### src/rtl/alu16_reg.sv
// Registered 16-bit ALU execute stage: one-cycle latency, valid-qualified.
// Result and NZCV flags hold when no operation is issued.
module alu16_reg #(
    parameter int WIDTH   = 16,
    parameter int SHAMT_W = 4
) (
    input  logic             clk,
    input  logic             rst_n,
    input  logic             in_valid,
    input  logic [2:0]       operation,
    input  logic [WIDTH-1:0] dataX,
    input  logic [WIDTH-1:0] dataY,
    output logic [WIDTH-1:0] ALUresult,
    output logic             out_valid,
    output logic             zero,
    output logic             negative,
    output logic             carry,
    output logic             overflow
);

    typedef enum logic [2:0] {
        OP_ADD = 3'd0,
        OP_SUB = 3'd1,
        OP_AND = 3'd2,
        OP_OR  = 3'd3,
        OP_XOR = 3'd4,
        OP_NOT = 3'd5,
        OP_SLL = 3'd6,
        OP_SRA = 3'd7
    } op_e;

    logic [WIDTH-1:0]   r;
    logic               c;
    logic               v;
    logic [SHAMT_W-1:0] s;
    logic [WIDTH:0]     wide;

    assign s = dataY[SHAMT_W-1:0];

    // Shifts run on a 17-bit value so the extra bit catches the last bit out.
    always_comb begin
        r    = '0;
        c    = 1'b0;
        v    = 1'b0;
        wide = '0;
        unique case (op_e'(operation))
            OP_ADD: begin
                wide = {1'b0, dataX} + {1'b0, dataY};
                r    = wide[WIDTH-1:0];
                c    = wide[WIDTH];
                v    = (dataX[WIDTH-1] == dataY[WIDTH-1]) &&
                       (r[WIDTH-1] != dataX[WIDTH-1]);
            end
            OP_SUB: begin
                wide = {1'b0, dataX} - {1'b0, dataY};
                r    = wide[WIDTH-1:0];
                c    = wide[WIDTH];
                v    = (dataX[WIDTH-1] != dataY[WIDTH-1]) &&
                       (r[WIDTH-1] != dataX[WIDTH-1]);
            end
            OP_AND: r = dataX & dataY;
            OP_OR:  r = dataX | dataY;
            OP_XOR: r = dataX ^ dataY;
            OP_NOT: r = ~dataX;
            OP_SLL: begin
                wide = {1'b0, dataX} << s;
                r    = wide[WIDTH-1:0];
                c    = wide[WIDTH];
            end
            OP_SRA: begin
                wide = $unsigned($signed({dataX, 1'b0}) >>> s);
                r    = wide[WIDTH:1];
                c    = wide[0];
            end
            default: begin
                r = '0;
                c = 1'b0;
                v = 1'b0;
            end
        endcase
    end

    always_ff @(posedge clk or negedge rst_n) begin
        if (!rst_n) begin
            ALUresult <= '0;
            out_valid <= 1'b0;
            zero      <= 1'b0;
            negative  <= 1'b0;
            carry     <= 1'b0;
            overflow  <= 1'b0;
        end else begin
            out_valid <= in_valid;
            if (in_valid) begin
                ALUresult <= r;
                zero      <= (r == '0);
                negative  <= r[WIDTH-1];
                carry     <= c;
                overflow  <= v;
            end
        end
    end

endmodule

### config.mk
export PLATFORM = sky130hd
export DESIGN_NAME = alu16_reg
export DESIGN_NICKNAME = d
export VERILOG_FILES = /design/src/rtl/alu16_reg.sv
export SDC_FILE = /design/constraint.sdc
export NUM_CORES = 1
export LEC_CHECK = 0
export BUFFER_PORTS_ARGS = -buffer_cell sky130_fd_sc_hd__buf_2
export CAP_MARGIN = 15
export CORE_MARGIN = 2
export CORE_UTILIZATION = 40
export CTS_CLUSTER_SIZE = 40
export DETAILED_ROUTE_END_ITERATION = 7
export GPL_TIMING_DRIVEN = 0
export PLACE_DENSITY = 0.64
export SYNTH_ARGS = -nofsm -noshare
export SYNTH_HDL_FRONTEND = slang
export SYNTH_SLANG_ARGS = --single-unit
### constraint.sdc
create_clock -name clk -period 0.8 [get_ports clk]
set_input_delay 0.16 -clock clk [delete_from_list [all_inputs] [get_ports clk]]
set_output_delay 0.16 -clock clk [all_outputs]
set_load 0.005 [all_outputs]
==> impl_metrics.py, run 1 <==
metrics = {
    "status": {
        "status": "finished, violations left",
        "violations": "setup timing",
    },
    "logic_synthesis": {
        "ys_async_sr_fraction": 1.000,
        "synthFlopType": "dfrtp_1",
        "yosysSeqAreaShare": 0.09547,
        "ys_warn_count": 0,
        "synth_edf_count": 0,
        "synth_cells": 679,
        "yosysUniqueCellTypes": 76,
        "synth_seq_cells": 20,
        "netlist_area_um2": 5243,
        "synth_area_per_cell_um2": 7.721,
        "synthesis.nets": 772,
    },
    "hold_path": {
        "hp-class": "primary input to register",
        "hold_path.startpoint": "in_valid",
    },
    "cells_and_area": {
        "n_fill_cell": 1155,
        "multi_input_area_um2": 5084,
        "final_area_um2": 7661,
        "layout_common_cells": "buf_4 (66), buf_2 (53), nor2_1 (48)",
        "layout_commonest_cell": "buf_4",
        "diodes": 0,
        "nNetsFinal": 899,
        "fin_cells": 976,
        "drive_gt1_frac": 0.4366,
        "areaGrowthSynthToFinish_pct": 46.13,
        "seq_area_um2": 500.5,
    },
    "sta": {
        "drv_slew": 0,
        "max_freq_mhz": 305.0,
        "worst_slew_pin_slew_ps": 824.5,
        "fin_worst_skew_ps": 0,
        "finalHoldViolCount": 0,
        "setup_viol": 40,
        "fin_setup_tns_ps": -34880,
        "fin_crit_ps": 3278,
        "post-route-period-util": 4.098,
        "slew_headroom": 0.4503,
        "fin_ws_ps": -2478,
        "rsz0062_at_grt": "yes",
    },
    "route": {
        "route.detailed.drc": 0,
        "drtAntennaViolNets": 0,
        "drt-vias-per-instance": 6.629,
        "wire_per_inst_um": 25.26,
        "drt_wl_total_mm": 24.66,
        "vias": 6470,
        "drtIter0Drc": 653,
        "dr.pass1.iters": 5,
    },
    "clock_network": {
        "clk_latency_ps": 250,
        "cts_buffer_depth": 2,
        "cts_buffers": 3,
        "clkTransAtPathRegs_ps": 60,
        "htreeDepth": 1,
        "clock-root-buffer": "clkbuf_16",
        "cts_tree": "done",
        "cts_sinks": 20,
    },
    "global_routing": {
        "antenna_found_initial": 0,
        "grt_overflow": 0,
        "track_usage": 0.3399,
        "grt_start_max_net_pins": 21,
        "grt_pass1_wl_mm": 37.34,
        "grt_pass1_vias": 6217,
    },
    "placement": {
        "gp_congestion": 0.9795,
        "dp.cells": 909,
        "portBuffers": 58,
        "dp_hpwl_mm": 17.87,
        "placed_cell_area_um2": 6070,
    },
    "power": {
        "powerDensity_nw_per_um2": 1060,
        "ir_drop_uv": 645.7,
        "p_leak_nw": 3.182,
    },
    "floorplanning": {
        "die_h_um": 118.5,
        "floorplan.rows": 41,
        "start_util": 0.4121,
        "die-area_um2": 14040,
        "die_w_um": 118.5,
        "pin_count": 59,
        "core_um2": 12720,
    },
    "critical_path": {
        "critical_path_class": "primary input to register",
        "r2r_start": "overflow$_DFFE_PN0P_",
        "worstPathRequired_ps": 980,
        "path_max_fanout": 3,
        "worstSetupStartpoint": "dataY[1]",
        "critical_path_arrival_ps": 3450,
        "endpoint_kind": "register",
        "startpoint_type": "primary input",
    },
    "job": {
        "drv_cap": 0,
    },
}
Yosys cell counts, types with 5 or more instances:
master	count	area (um2)
a2111oi_0	7	61.31
a211oi_1	11	82.58
a21o_1	5	37.54
a21oi_1	47	235.2
a221o_1	7	70.07
a221oi_1	5	43.79
a31oi_1	5	31.28
buf_1	8	30.03
buf_2	19	95.09
clkbuf_1	35	131.4
dfrtp_1	20	500.5
ha_1	53	663.1
inv_1	50	187.7
mux2_2	24	270.3
mux2i_1	27	270.3
mux4_2	20	450.4
nand2_1	42	157.7
nand2b_1	9	56.30
nand3_1	11	55.05
nor2_1	56	210.2
nor2b_1	12	75.07
nor3_1	21	105.1
o2111ai_1	6	52.55
o211ai_1	13	97.59
o21ai_0	40	200.2
o221ai_1	7	61.31
o22ai_1	10	62.56
o31ai_1	5	37.54
or3_1	7	43.79
or4_1	7	52.55
xnor2_1	6	52.55
report_power, final:
group / internal (mW) / switching, mW / total, mW
clock network: 0.660 / 0.377 / 1.04
registers: 1.21 / 0.109 / 1.32
logic: 2.67 / 3.09 / 5.76
total: 4.54 / 3.58 / 8.12
cell families (layout without fill, tap and decap cells):
kind of cell               after synthesis  count (layout)  share of synthesized area
xor gates and xnor gates                 9               9                    0.01504
adders and majority gates               55              55                     0.1341
and+or+nand+nor                        191             191                     0.1807
muxes                                   72              72                     0.1919
AOI/OAI and AO/OA                      217             217                     0.2924
buffers and inverters                  115             240                    0.09045
DFF                                     20              20                    0.09547
per-layer routing:
layer | GRT usage | wire [um] | vias to the layer above | share of wire
met2 | 0.5434 | 11380 | 398 | 0.46
met4 | 0.1004 | 831 | 0 | 0.034
li1 | - | - | 2803 | -
met5 | 0 | 0 | - | 0
met1 | 0.4743 | 10130 | 3207 | 0.41
met3 | 0.04971 | 2314 | 62 | 0.094
registers in the layout (all words and copies together) (netlist names):
signal / count
ALUresult: 16
carry: 1
out_valid: 1
overflow: 1
zero: 1
worst max-delay path, cell delays in order:
cell and delay (ps):
buf_8 100, buf_12 120, buf_12 120, buf_12 120, inv_12 60, ha_4 200, a21o_1 200, a22o_4 270
a221o_1 400, o41ai_4 280, o31ai_2 120, mux2_4 300, or4_4 430, or4_4 440, o22ai_2 120
metrics by stage:
stage | setup slack (ps) | util | hold slack [ps] | power (mW)
after floorplan | -2613 | - | -135.6 | 4.090
after global placement | -3319 | 0.4771 | 111.1 | 5.446
after detailed placement | -3348 | 0.4771 | 131.5 | 5.495
after CTS | -2453 | 0.5683 | 136.8 | 7.501
after global routing | -2581 | 0.6022 | 153.2 | 8.489
final | -2478 | 0.6022 | 158.4 | 8.122
what timing repair did:
item,CTS,global route
hold buffers,1,0
endpoints found under the hold margin,20,0
pin swaps,37,30
setup buffers,49,25
gates resized for setup,177,81
setup endpoints to repair,40,60
path summary, 6_finish.rpt:
| check | endpoint | slack (ps) | cells after the start |
|---|---|---|---|
| max in group asynchronous | ALUresult[13]$_DFFE_PN0P_ | 220 | 2 |
| worst max-delay path | zero$_DFFE_PN0P_ | -2480 | 15 |
| worst min register to register | ALUresult[1]$_DFFE_PN0P_ | 500 | 1 |
| worst min-delay path | out_valid$_DFF_PN0_ | 160 | 1 |
| worst max register to register | overflow$_DFFE_PN0P_ | -80 | 4 |
| min in group asynchronous | ALUresult[5]$_DFFE_PN0P_ | 350 | 2 |
final cells by class:
type	count	area share
inverter	50	0.03250
sequential	20	0.06533
tap	172	0.02809
clock buffer	3	0.009799
multi-input combinational	544	0.6636
buffer	60	0.07758
timing repair buffer	127	0.1231
Power figures use the tool's default switching activity.
==> run 2: changes to the inputs <==
--- a/config.mk
+++ b/config.mk
@@ -9,6 +9,7 @@
 export CAP_MARGIN = 15
 export CORE_MARGIN = 2
 export CORE_UTILIZATION = 40
+export CTS_CLUSTER_DIAMETER = 120
 export CTS_CLUSTER_SIZE = 40
 export DETAILED_ROUTE_END_ITERATION = 7
 export GPL_TIMING_DRIVEN = 0
==> constraint.sdc (replaced) <==
create_clock -name clk -period 3.6 [get_ports clk]
set_input_delay 0.72 -clock clk [delete_from_list [all_inputs] [get_ports clk]]
set_output_delay 0.72 -clock clk [all_outputs]
set_load 0.005 [all_outputs]
==> impl_metrics.py, run 2 (synthesis gave the netlist of run 1 again) <==
metrics = {
    "floorplanning": {
        "die_w_um": 118.5,
        "pin_count": 59,
        "floorplan.rows": 41,
        "core_um2": 12720,
        "start_util": 0.4121,
        "die_h_um": 118.5,
        "die-area_um2": 14040,
    },
    "status": {
        "status": "finished, violations left",
        "violations": "setup timing",
    },
    "critical_path": {
        "startpoint_type": "primary input",
        "cp_cell_sequence": "buf_8, buf_8, buf_12, buf_12, clkinvlp_4, ha_4, a21o_1, a22o_4, a221o_1, o41ai_4, o31ai_2, mux2_4, or4_4, or4_4, o22ai_2",
        "worstPathRequired_ps": 3780,
        "endpoint_kind": "register",
        "critical_path_arrival_ps": 4180,
        "slowest_stage": "or4_4",
        "path_max_fanout": 3,
        "critPathTopFamily": "compound AO/OA/AOI/OAI gates",
        "critical_path_class": "primary input to register",
        "max_stage_delay_ps": 420,
        "critPathBufInv": 5,
    },
    "power": {
        "p_leak_nw": 2.668,
        "design_power_total_mw": 1.510,
        "powerDensity_nw_per_um2": 239.1,
        "ir_drop_uv": 200.6,
    },
    "clock_network": {
        "clk_latency_ps": 250,
        "cts_tree": "done",
        "cts_sinks": 20,
        "clkTransAtPathRegs_ps": 60,
        "clock-root-buffer": "clkbuf_16",
        "cts_buffers": 3,
        "cts_buffer_depth": 2,
        "htreeDepth": 1,
    },
    "cells_and_area": {
        "diodes": 0,
        "drive_gt1_frac": 0.2731,
        "fin_cells": 930,
        "layout_commonest_cell": "buf_2",
        "top_register": "ALUresult",
        "largest_reg_flops": 16,
        "nNetsFinal": 853,
        "layout_common_cells": "buf_2 (70), nor2_1 (55), ha_1 (47)",
        "areaGrowthSynthToFinish_pct": 20.43,
        "n_fill_cell": 1312,
    },
    "sta": {
        "fin_worst_skew_ps": 0,
        "worst_slew_pin_slew_ps": 850.9,
        "finalHoldViolCount": 0,
        "whs_ps": 430.5,
        "max_freq_mhz": 250.0,
        "post-route-period-util": 1.111,
        "slew_headroom": 0.4181,
        "fin_ws_ps": -399.3,
        "setup_viol": 4,
        "drv_slew": 0,
        "fin_crit_ps": 3999,
        "rsz0062_at_grt": "yes",
    },
    "global_routing": {
        "grt_pass1_wl_mm": 34.64,
        "grt_overflow": 0,
        "grt_start_max_net_pins": 21,
        "grt_pass1_vias": 5669,
        "track_usage": 0.3198,
        "antenna_found_initial": 0,
    },
    "job": {
        "drv_cap": 0,
    },
    "placement": {
        "portBuffers": 58,
        "gp_congestion": 1.021,
        "dp.cells": 911,
        "dp_hpwl_mm": 18.03,
        "pre_cts_ws_ps": -1087,
    },
    "route": {
        "drt-vias-per-instance": 6.568,
        "drtAntennaViolNets": 0,
        "route.detailed.drc": 0,
        "drt_wl_total_mm": 23.29,
        "wire_per_inst_um": 25.04,
        "drtIter0Drc": 659,
        "vias": 6108,
        "dr.pass1.iters": 5,
    },
    "hold_path": {
        "hp-class": "primary input to async pin",
    },
}
==> run 2: worst paths after layout <==
kind	endpoint	slack, ps	cells past startpoint	startpoint
min in group clk	ALUresult[1]$_DFFE_PN0P_	500	1	ALUresult[1]$_DFFE_PN0P_
worst max-delay path	zero$_DFFE_PN0P_	-400	15	dataY[1]
worst min-delay path	ALUresult[6]$_DFFE_PN0P_	430	1	rst_n
worst max register to register	ALUresult[15]$_DFFE_PN0P_	2800	1	ALUresult[15]$_DFFE_PN0P_
worst min register to register	ALUresult[1]$_DFFE_PN0P_	500	1	ALUresult[1]$_DFFE_PN0P_
max in group asynchronous	ALUresult[8]$_DFFE_PN0P_	2830	1	rst_n
==> run 2: layer usage <==
layer / global-route usage / up-vias / share of wire
li1: - / 2715 / -
met1: 0.4383 / 2932 / 0.41
met2: 0.5004 / 400 / 0.44
met3: 0.06998 / 61 / 0.11
met4: 0.1004 / 0 / 0.037
met5: 0 / - / 0
==> run 2: through the flow <==
step / TNS (ps) / cell area, um2 / utilization
2_1_floorplan: -526.6 / 5328 / -
3_3_place_gp: -9834 / 5833 / 0.4585
3_5_place_dp: -5965 / 5844 / 0.4594
4_1_cts: -465.6 / 6191 / 0.4866
5_1_grt: -969.5 / 6314 / 0.4963
6_report: -701.3 / 6314 / 0.4963
==> run 2: area by class of cell <==
type | instances | area [um2] | area share
Tap cell | 172 | 215.2 | 0.03409
Sequential cell | 20 | 500.5 | 0.07927
Multi-Input combinational cell | 544 | 4453 | 0.7053
Buffer | 60 | 395.4 | 0.06262
Inverter | 50 | 202.7 | 0.03210
Timing Repair Buffer | 81 | 471.7 | 0.07471
Clock buffer | 3 | 75.07 | 0.01189
==> run 2: timing repair <==
item                                    4_1_cts  5_1_grt
hold buffers                                  0        0
endpoints found under the setup margin       10        7
gates resized for setup                      50       23
pin swaps                                    11       10
buffers inserted                             17        4
==> run 2: power by group <==
part / internal, mW / total [mW] / leakage (nW) / switching (mW)
sequential: 0.270 / 0.293 / 0.238 / 0.0231
combinational: 0.415 / 0.989 / 2.39 / 0.574
clock: 0.146 / 0.228 / 0.0370 / 0.0811
